===== config.mk =====
export PLATFORM = sky130hd
export DESIGN_NAME = sfp_array
export DESIGN_NICKNAME = d
export VERILOG_FILES = /design/src/rtl/sfp_pkg.sv /design/src/rtl/sfp_lane.sv /design/src/rtl/sfp_array.sv
export SDC_FILE = /design/constraint.sdc
export NUM_CORES = 1
export LEC_CHECK = 0
export CORE_ASPECT_RATIO = 1.4
export CORE_MARGIN = 10
export CORE_UTILIZATION = 57
export CTS_CLUSTER_DIAMETER = 100
export DETAILED_ROUTE_END_ITERATION = 16
export MAX_ROUTING_LAYER = met4
export PLACE_DENSITY = 0.95
export SKIP_CTS_REPAIR_TIMING = 1
export SYNTH_ARGS = -nofsm -noshare
export SYNTH_HDL_FRONTEND = slang
export SYNTH_HIERARCHICAL = 1
export SYNTH_SLANG_ARGS = --single-unit

===== constraint.sdc =====
create_clock -name clk -period 29.1 [get_ports clk]
set_clock_uncertainty 0.1 [all_clocks]
set_input_delay 5.82 -clock clk [delete_from_list [all_inputs] [get_ports clk]]
set_output_delay 5.82 -clock clk [all_outputs]
set_load 0.05 [all_outputs]

===== src/rtl/sfp_pkg.sv =====
// Shared types for the sfp_array special-function processor.
// SFP_SAT_EN selects saturating sums instead of wrapping sums.
package sfp_pkg;

  typedef enum logic [1:0] {
    SFP_LOAD     = 2'b00,
    SFP_ACC      = 2'b01,
    SFP_ACC_RELU = 2'b10,
    SFP_RELU     = 2'b11
  } sfp_op_e;

  typedef enum logic [1:0] {
    S_IDLE,
    S_RUN,
    S_DRAIN,
    S_DONE
  } sfp_state_e;

  localparam int SFP_SUM_W = 33;

  // Clamp a signed value into the signed range of bw bits.
  function automatic logic signed [SFP_SUM_W-1:0] sfp_sat(
    input logic signed [SFP_SUM_W-1:0] s,
    input int                          bw
  );
    logic signed [SFP_SUM_W-1:0] hi;
    logic signed [SFP_SUM_W-1:0] lo;
    hi = $signed((SFP_SUM_W'(1) << (bw - 1)) - SFP_SUM_W'(1));
    lo = ~hi;
    if (s > hi) return hi;
    if (s < lo) return lo;
    return s;
  endfunction

endpackage


===== src/rtl/sfp_lane.sv =====
// One lane: add, reduce (wrap or SFP_SAT_EN clamp) and ReLU.
// Purely combinational; the array registers the result.
module sfp_lane
  import sfp_pkg::*;
#(
  parameter int psum_bw = 16
) (
  input  logic [psum_bw-1:0] p,
  input  logic [psum_bw-1:0] f,
  input  logic [1:0]         op,
  output logic [psum_bw-1:0] result
);

  logic signed [psum_bw:0] sum;
  logic [psum_bw-1:0]      red;

  assign sum = $signed({p[psum_bw-1], p})
             + $signed({f[psum_bw-1], f});

`ifdef SFP_SAT_EN
  logic signed [SFP_SUM_W-1:0] clamped;
  logic                        unused_hi;

  assign clamped   = sfp_sat(SFP_SUM_W'(sum), psum_bw);
  assign red       = clamped[psum_bw-1:0];
  assign unused_hi = ^clamped[SFP_SUM_W-1:psum_bw];
`else
  assign red = sum[psum_bw-1:0];
`endif

  always_comb begin
    result = red;
    unique case (1'b1)
      op == SFP_LOAD:     result = f;
      op == SFP_ACC:      result = red;
      op == SFP_ACC_RELU: result = red[psum_bw-1] ? '0 : red;
      default:            result = p[psum_bw-1] ? '0 : p;
    endcase
  end

endmodule


===== src/rtl/sfp_array.sv =====
// Column-parallel SFP between OFIFO and PSUM SRAM: issue, compute, write.
// Build option SFP_SAT_EN: saturate sums instead of wrapping them.
module sfp_array
  import sfp_pkg::*;
#(
  parameter int col     = 8,
  parameter int psum_bw = 16,
  parameter int addr_bw = 11
) (
  input  logic                     clk,
  input  logic                     reset,
  input  logic                     start,
  input  logic [1:0]               op,
  input  logic [addr_bw-1:0]       base_addr,
  input  logic [addr_bw:0]         len,
  input  logic                     ofifo_valid,
  input  logic [col*psum_bw-1:0]   ofifo_in,
  output logic                     ofifo_rd,
  output logic                     sram_rd_en,
  output logic [addr_bw-1:0]       sram_rd_addr,
  input  logic [col*psum_bw-1:0]   psum_in,
  output logic                     sram_wr_en,
  output logic [addr_bw-1:0]       sram_wr_addr,
  output logic [col*psum_bw-1:0]   sram_wr_data,
  output logic                     busy,
  output logic                     done
);

  localparam int W = col * psum_bw;

  sfp_state_e         state;
  sfp_state_e         state_nx;
  sfp_op_e            op_q;
  logic [addr_bw-1:0] base_q;
  logic [addr_bw:0]   len_q;
  logic [addr_bw:0]   idx;

  logic               needs_fifo;
  logic               needs_rd;
  logic               issue;
  logic               last;
  logic [addr_bw-1:0] rd_addr;

  logic               s1_v;
  logic [addr_bw-1:0] s1_addr;
  logic [W-1:0]       s1_f;
  logic               s2_v;
  logic [addr_bw-1:0] s2_addr;
  logic [W-1:0]       s2_d;
  logic [W-1:0]       res;

  assign needs_fifo = op_q != SFP_RELU;
  assign needs_rd   = op_q != SFP_LOAD;
  assign issue      = (state == S_RUN)
                   && (!needs_fifo || ofifo_valid);
  assign last       = issue && (idx == len_q - 1'b1);
  assign rd_addr    = base_q + idx[addr_bw-1:0];

  always_comb begin
    state_nx = state;
    unique case (state)
      S_IDLE:
        if (start)
          state_nx = (len == '0) ? S_DONE : S_RUN;
      S_RUN:
        if (last) state_nx = S_DRAIN;
      // s2 retires this cycle, so an empty s1 means the pipe is drained
      S_DRAIN:
        if (!s1_v) state_nx = S_DONE;
      S_DONE:
        state_nx = S_IDLE;
      default:
        state_nx = S_IDLE;
    endcase
  end

  always_ff @(posedge clk or posedge reset) begin
    if (reset) begin
      state  <= S_IDLE;
      op_q   <= SFP_LOAD;
      base_q <= '0;
      len_q  <= '0;
      idx    <= '0;
    end else begin
      state <= state_nx;
      if (state == S_IDLE && start) begin
        op_q   <= sfp_op_e'(op);
        base_q <= base_addr;
        len_q  <= len;
        idx    <= '0;
      end else if (issue) begin
        idx <= idx + 1'b1;
      end
    end
  end

  always_ff @(posedge clk or posedge reset) begin
    if (reset) begin
      s1_v    <= 1'b0;
      s1_addr <= '0;
      s1_f    <= '0;
      s2_v    <= 1'b0;
      s2_addr <= '0;
      s2_d    <= '0;
    end else begin
      s1_v <= issue;
      if (issue) begin
        s1_addr <= rd_addr;
        s1_f    <= ofifo_in;
      end
      s2_v <= s1_v;
      if (s1_v) begin
        s2_addr <= s1_addr;
        s2_d    <= res;
      end
    end
  end

  for (genvar i = 0; i < col; i++) begin : g_lane
    sfp_lane #(
      .psum_bw(psum_bw)
    ) u_lane (
      .p      (psum_in[i*psum_bw +: psum_bw]),
      .f      (s1_f[i*psum_bw +: psum_bw]),
      .op     (op_q),
      .result (res[i*psum_bw +: psum_bw])
    );
  end

  assign ofifo_rd     = issue && needs_fifo;
  assign sram_rd_en   = issue && needs_rd;
  assign sram_rd_addr = sram_rd_en ? rd_addr : '0;
  assign sram_wr_en   = s2_v;
  assign sram_wr_addr = s2_addr;
  assign sram_wr_data = s2_d;
  assign busy         = state != S_IDLE;
  assign done         = state == S_DONE;

endmodule


# --- Yosys cells after proc, flatten, opt, wreduce, memory -nomap -nowiden ---
# Cells that the tools add are included.
classes:
  n_lt_le_gt_ge: 0
  div: 0
  n_eq_ne: 10
  mul: 0
  n_shift: 0
  muxes: 32
  reduce_logical: 14
  n_bitwise: 0
  addsub: 11
ops:
  columns: ["cell", "count"]
  rows:
  - ["one-hot mux 16 bit (3 select lines)", 8]
  - ["2-to-1 mux 15 bit", 16]
  - ["adder 16 bit", 8]
  - ["2-to-1 mux 12 bit", 2]
  - ["adder 12 x 1 -> 12 bit, second input constant", 1]
  - ["== test 12 bit", 1]
  - ["logical NOT 12 bit", 1]
  - ["subtractor 12 x 1 -> 12 bit, second input constant", 1]
  - ["adder 11 bit", 1]
  - ["2-to-1 mux 11 bit", 1]
  - ["2-to-1 mux 2 bit", 4]
  - ["inequality test 2 bit, second input constant", 4]
  - ["one-hot mux 2 bit (4 select lines)", 1]
  - ["== test 2 bit, second input constant", 3]
  - ["nonzero test 2 bit", 3]
  - ["logical AND 1 bit", 5]
  - ["== test 2 x 1 -> 1 bit, second input constant", 2]
  - ["logical NOT 2 bit", 2]
  - ["AND reduction 3 bit", 1]
  - ["logical NOT 1 bit", 1]
  - ["logical OR 1 bit", 1]
totals:
  input_bits: 285
  out_inout_bits: 155
  n_memories: 0
  mem_bits_ro: 0
  latchBits: 0
  reg_bits: 319
  ramBits: 0

# --- Depth between registers and ports, before layout ---
depth:
  word_depth: 7
  mapped_depth: 11
  ltp_nobuf: 10

# --- Hierarchy ---
# Netlist, hierarchy kept.
by_module_without_submodules:
  columns: ["mod", "cells_each", "n_inst", "area_per_inst_um2", "seq_area_each_um2"]
  rows:
  - ["sfp_array", 1184, 1, 12881.1, 7982.7]
  - ["sfp_lane at g_lane[4].u_lane ...", 138, 4, 1037.2, 0.0]
  - ["sfp_lane at g_lane[1].u_lane ...", 133, 2, 1049.8, 0.0]
  - ["sfp_lane at g_lane[0].u_lane", 142, 1, 1103.6, 0.0]
  - ["sfp_lane at g_lane[3].u_lane", 130, 1, 1036.0, 0.0]

# --- Worst setup path before layout ---
# OpenSTA, ideal clock, no wires.
synth_path:
  path_type: "in2out"
  startpoint: "input ofifo_valid"
  endpoint: "output sram_rd_addr[10]"
  t_arrival_ns: 7.070
  n_path_buf: 1
  path_stages: 5
  path_slack_ns: 16.110
  t_required_ns: 23.180
  cell_sequence: "o21ai_2 inv_2 o21ai_0 clkbuf_1 nor2_1"
synth_between:
  elab_chain_len: 4
synth_rtl:
  columns: ["item", "line", "source"]
  rows:
  - ["start: declaration", "sfp_array.sv:16", "input logic ofifo_valid,"]
  - ["logical OR 1 bit", "sfp_array.sv:55", "&& (!needs_fifo || ofifo_valid);"]
  - ["logical AND 1 bit", "sfp_array.sv:55", null]
  - ["logical AND 1 bit", "sfp_array.sv:131", "assign sram_rd_en = issue && needs_rd;"]
  - ["2-to-1 mux 11 bit", "sfp_array.sv:132", "assign sram_rd_addr = sram_rd_en ? rd_addr : '0;"]
  - ["end: declaration", "sfp_array.sv:20", "output logic [addr_bw-1:0] sram_rd_addr,"]
# No other way between the ends.

# --- Worst setup path in the final report ---
layout_path:
  startpoint: "input ofifo_valid"
  endpoint: "output sram_rd_addr[0]"
# Same word-level chain as after synthesis.

==> results.sh <==
export IMPL_grt_max_degree=136
export IMPL_port_buffers=439
export IMPL_die_w_um=183.3
export IMPL_ant_nets=0
export IMPL_end_kind="output port"
export IMPL_vias=19738
export IMPL_cp_data_required_time_ns=23.18
export IMPL_slowest_stage="clkdlybuf4s50_1"
export IMPL_drt_iter0_markers=1663
export IMPL_synth_top_family_by_area="compound AO/OA/AOI/OAI gates"
export IMPL_place_worst_setup_slack_ns=14.54
export IMPL_setup_tns_final_ns=0
export IMPL_crit_chain="clkdlybuf4s50_1 -> o21ai_4 -> inv_4 -> o21ai_0 -> buf_4 -> inv_1 -> and2_1 -> clkdlybuf4s50_1"
export IMPL_powerDensity_mw_per_mm2=123.7
export IMPL_synth_edf_count=0
export IMPL_p_leak_nw=12.45
export IMPL_grt_overflow=0
export IMPL_fin_crit_ns=14.57
export IMPL_cts_tree="done"
export IMPL_start_util_pct=57.86
export IMPL_cp_max_fo=70
export IMPL_synthMuxAreaShare_pct=8.295
export IMPL_core_sq_mm=0.03676
export IMPL_htree_levels=2
export IMPL_syn_num_nets=2705
export IMPL_post_route_drc_count=0
export IMPL_fmax_mhz=68.62
export IMPL_peakVddDrop_mv=0.08868
export IMPL_cts_clk_slew_worst_paths_ns=0.06
export IMPL_path_class="in -> out"
export IMPL_rsz0062_at_grt="no"
export IMPL_cp_buffers_inverters=5
export IMPL_worst_setup_path_start_kind="primary input"
export IMPL_seq_area_frac_synth_pct=37.53
export IMPL_worst_pin_slew_ns=1.226
export IMPL_grt_total_usage_pct=30.50
export IMPL_cts_root_buf="clkbuf_16"
export IMPL_hold_viol_final=0
export IMPL_nets=3103
export IMPL_cp_top_family="buffers and inverters"
export IMPL_drive_above_1_share_pct=12.63
export IMPL_vias_per_cell=6.213
export IMPL_synthSimpleGateAreaFrac_pct=15.41
export IMPL_setup_ws_ns=14.53
export IMPL_routedWlPerCell_um=21.91
export IMPL_clock_sinks=319
export IMPL_synth_compound_area_share_pct=21.10
export IMPL_syn_avg_cell_area_sq_um=9.353
export IMPL_numCtsBuffers=34
export IMPL_synthArstFlopShare_pct=100.0
export IMPL_synth_adder_area_share_pct=8.906
export IMPL_path_common_cell="clkdlybuf4s50_1"
export IMPL_gp_congestion=0.9457
export IMPL_synth_warnings=6
export IMPL_synth_cell_types=84
export IMPL_synth_xor_area_share_pct=5.724
export IMPL_synth_area_sq_mm=0.02127
export IMPL_timing_slew_headroom_pct=17.95
export IMPL_clock_path_buffers=3
export IMPL_firstDrtPassIters=6
export IMPL_min_period_over_period_pct=50.08
export IMPL_fillers=2494
export IMPL_dieArea_sq_mm=0.04555
export IMPL_crit_path_max_incr_delay_ns=0.80
export IMPL_grt_antenna_before_repair=19
export IMPL_first_global_vias=20569
export IMPL_drv_cap=0
export IMPL_grt_pass1_wl_um=110000
export IMPL_clkLatencyLatePin_ns=0.55
export IMPL_synth_seq_cells=319
export IMPL_io_pins=440
export IMPL_outcome="completed"
export IMPL_ys_flop_type="dfrtp_1"
export IMPL_totalWireLength_um=69620
export IMPL_finalMaxSlewViolations=0
export IMPL_syn_to_final_growth_pct=27.35
export IMPL_cp_arrival_ns=8.65
export IMPL_netlist_instances=2274
export IMPL_rows=83
export IMPL_hold_path_class="reg -> reg"
export IMPL_die_h_um=248.6
export IMPL_place_hpwl_um=51110
export IMPL_setup_viol=0
[synthesized netlist by cell type, drive strengths merged (7+ instances only)]
cell type,n,area share [%]
and4,7,0.30
o211ai,16,0.56
a21o,56,2.0
nor4,9,0.26
mux2i,9,0.44
a21oi,86,2.0
and2,14,0.42
dfrtp,319,38
nor2,87,1.5
o21ai,190,6.0
xnor2,67,2.8
buf,24,0.97
clkbuf,62,1.1
nor3b,8,0.28
a211oi,15,0.62
inv,50,0.88
a211o,11,0.45
ha,137,8.1
a22oi,117,4.1
o21bai,18,0.64
o211a,13,0.61
mux2,148,7.9
a31oi,16,0.47
fa,9,0.85
nand2,533,9.4
nor3,13,0.31
nor2b,22,0.66
nand3,22,0.52
a221oi,11,0.98
nand4,17,0.50
xor2,72,3.0
and3,17,0.51
[kinds of logic after synthesis]
logic type / count (synthesis)
buf+inv: 138
compound gates: 605
simple gates: 770
fa+ha+maj: 146
mux: 157
flops: 319
xor+xnor: 139
[report_power, final]
| group | total (W) | switching [W] | internal [W] |
|---|---|---|---|
| combinational | 0.00208 | 0.00126 | 0.000813 |
| clock | 0.000457 | 0.000187 | 0.000270 |
| sequential | 0.000816 | 0.000174 | 0.000643 |
| total | 0.00335 | 0.00162 | 0.00173 |
[layout make-up]
cell class | count | area, sq um | share of cell area (%)
multi-input combinational | 1817 | 12650 | 46.70
tap | 467 | 584.3 | 2.157
antenna | 19 | 47.55 | 0.1755
inverter | 50 | 197.7 | 0.7298
timing repair buffer | 450 | 4477 | 16.53
clock buffer | 46 | 975.9 | 3.603
clock inverter | 9 | 166.4 | 0.6143
sequential | 319 | 7989 | 29.49
[cell usage in the layout, fill, tap and decap left out, types with 72 or more instances in the layout]
cell,Yosys,routed
mux2_2,147,147
nand2_1,533,533
a21oi_1,86,86
nor2_1,87,87
a22oi_1,117,117
xor2_1,72,72
clkdlybuf4s50_1,0,439
o21ai_0,100,100
dfrtp_1,319,316
ha_1,137,137
o21ai_2,85,84
[stage by stage]
step	total power [W]	hold WS (ns)	utilization, %	area [sq um]	cells
detailed placement	0.002856	0.3601	70.44	25900	3103
floorplan	0.002302	0.2519	-	21270	2274
CTS	0.003335	0.3759	73.55	27040	3158
finish	0.003349	0.3741	73.68	27090	3177
global placement	0.002774	0.3536	70.44	25900	3103
global route	0.003551	0.3953	73.68	27090	3177
[layer usage]
layer	wire, um	up-vias	GRT usage, %	share of wire [%]
met5	0	-	-	0
met1	24840	9600	32.30	36
li1	-	8965	-	-
met3	5508	241	7.626	7.9
met2	35500	932	51.70	51
met4	3767	0	15.38	5.4
[worst paths after layout]
kind | slack [ns] | endpoint | start | depth (start not counted)
setup / recovery | 14.53 | sram_rd_addr[0] | ofifo_valid | 8
hold / removal | 0.37 | s1_addr[0] | s1_addr[0] | 2
setup reg to reg | 25.08 | sram_wr_data[6] | s1_f[1] | 9
hold reg to reg | 0.37 | s1_addr[0] | s1_addr[0] | 2
max in group asynchronous | 21.11 | sram_wr_data[15] | reset | 4
min in group asynchronous | 5.78 | s1_f[69] | reset | 2
[sequential cells by signal, indices dropped and copies added, names as in the netlist, 2 cells and up]
name          flops
s1_f            128
sram_wr_data    128
idx              12
len_q            12
base_q           11
s1_addr          11
sram_wr_addr     11
op_q              2
state             2
[tightest hold or removal path: cells and delay by family (launching register included)]
family           cells  cell delay, ns
flip-flops           1            0.34
AND/OR/NAND/NOR      2            0.11
No activity file was read; power rests on OpenSTA's default activity.
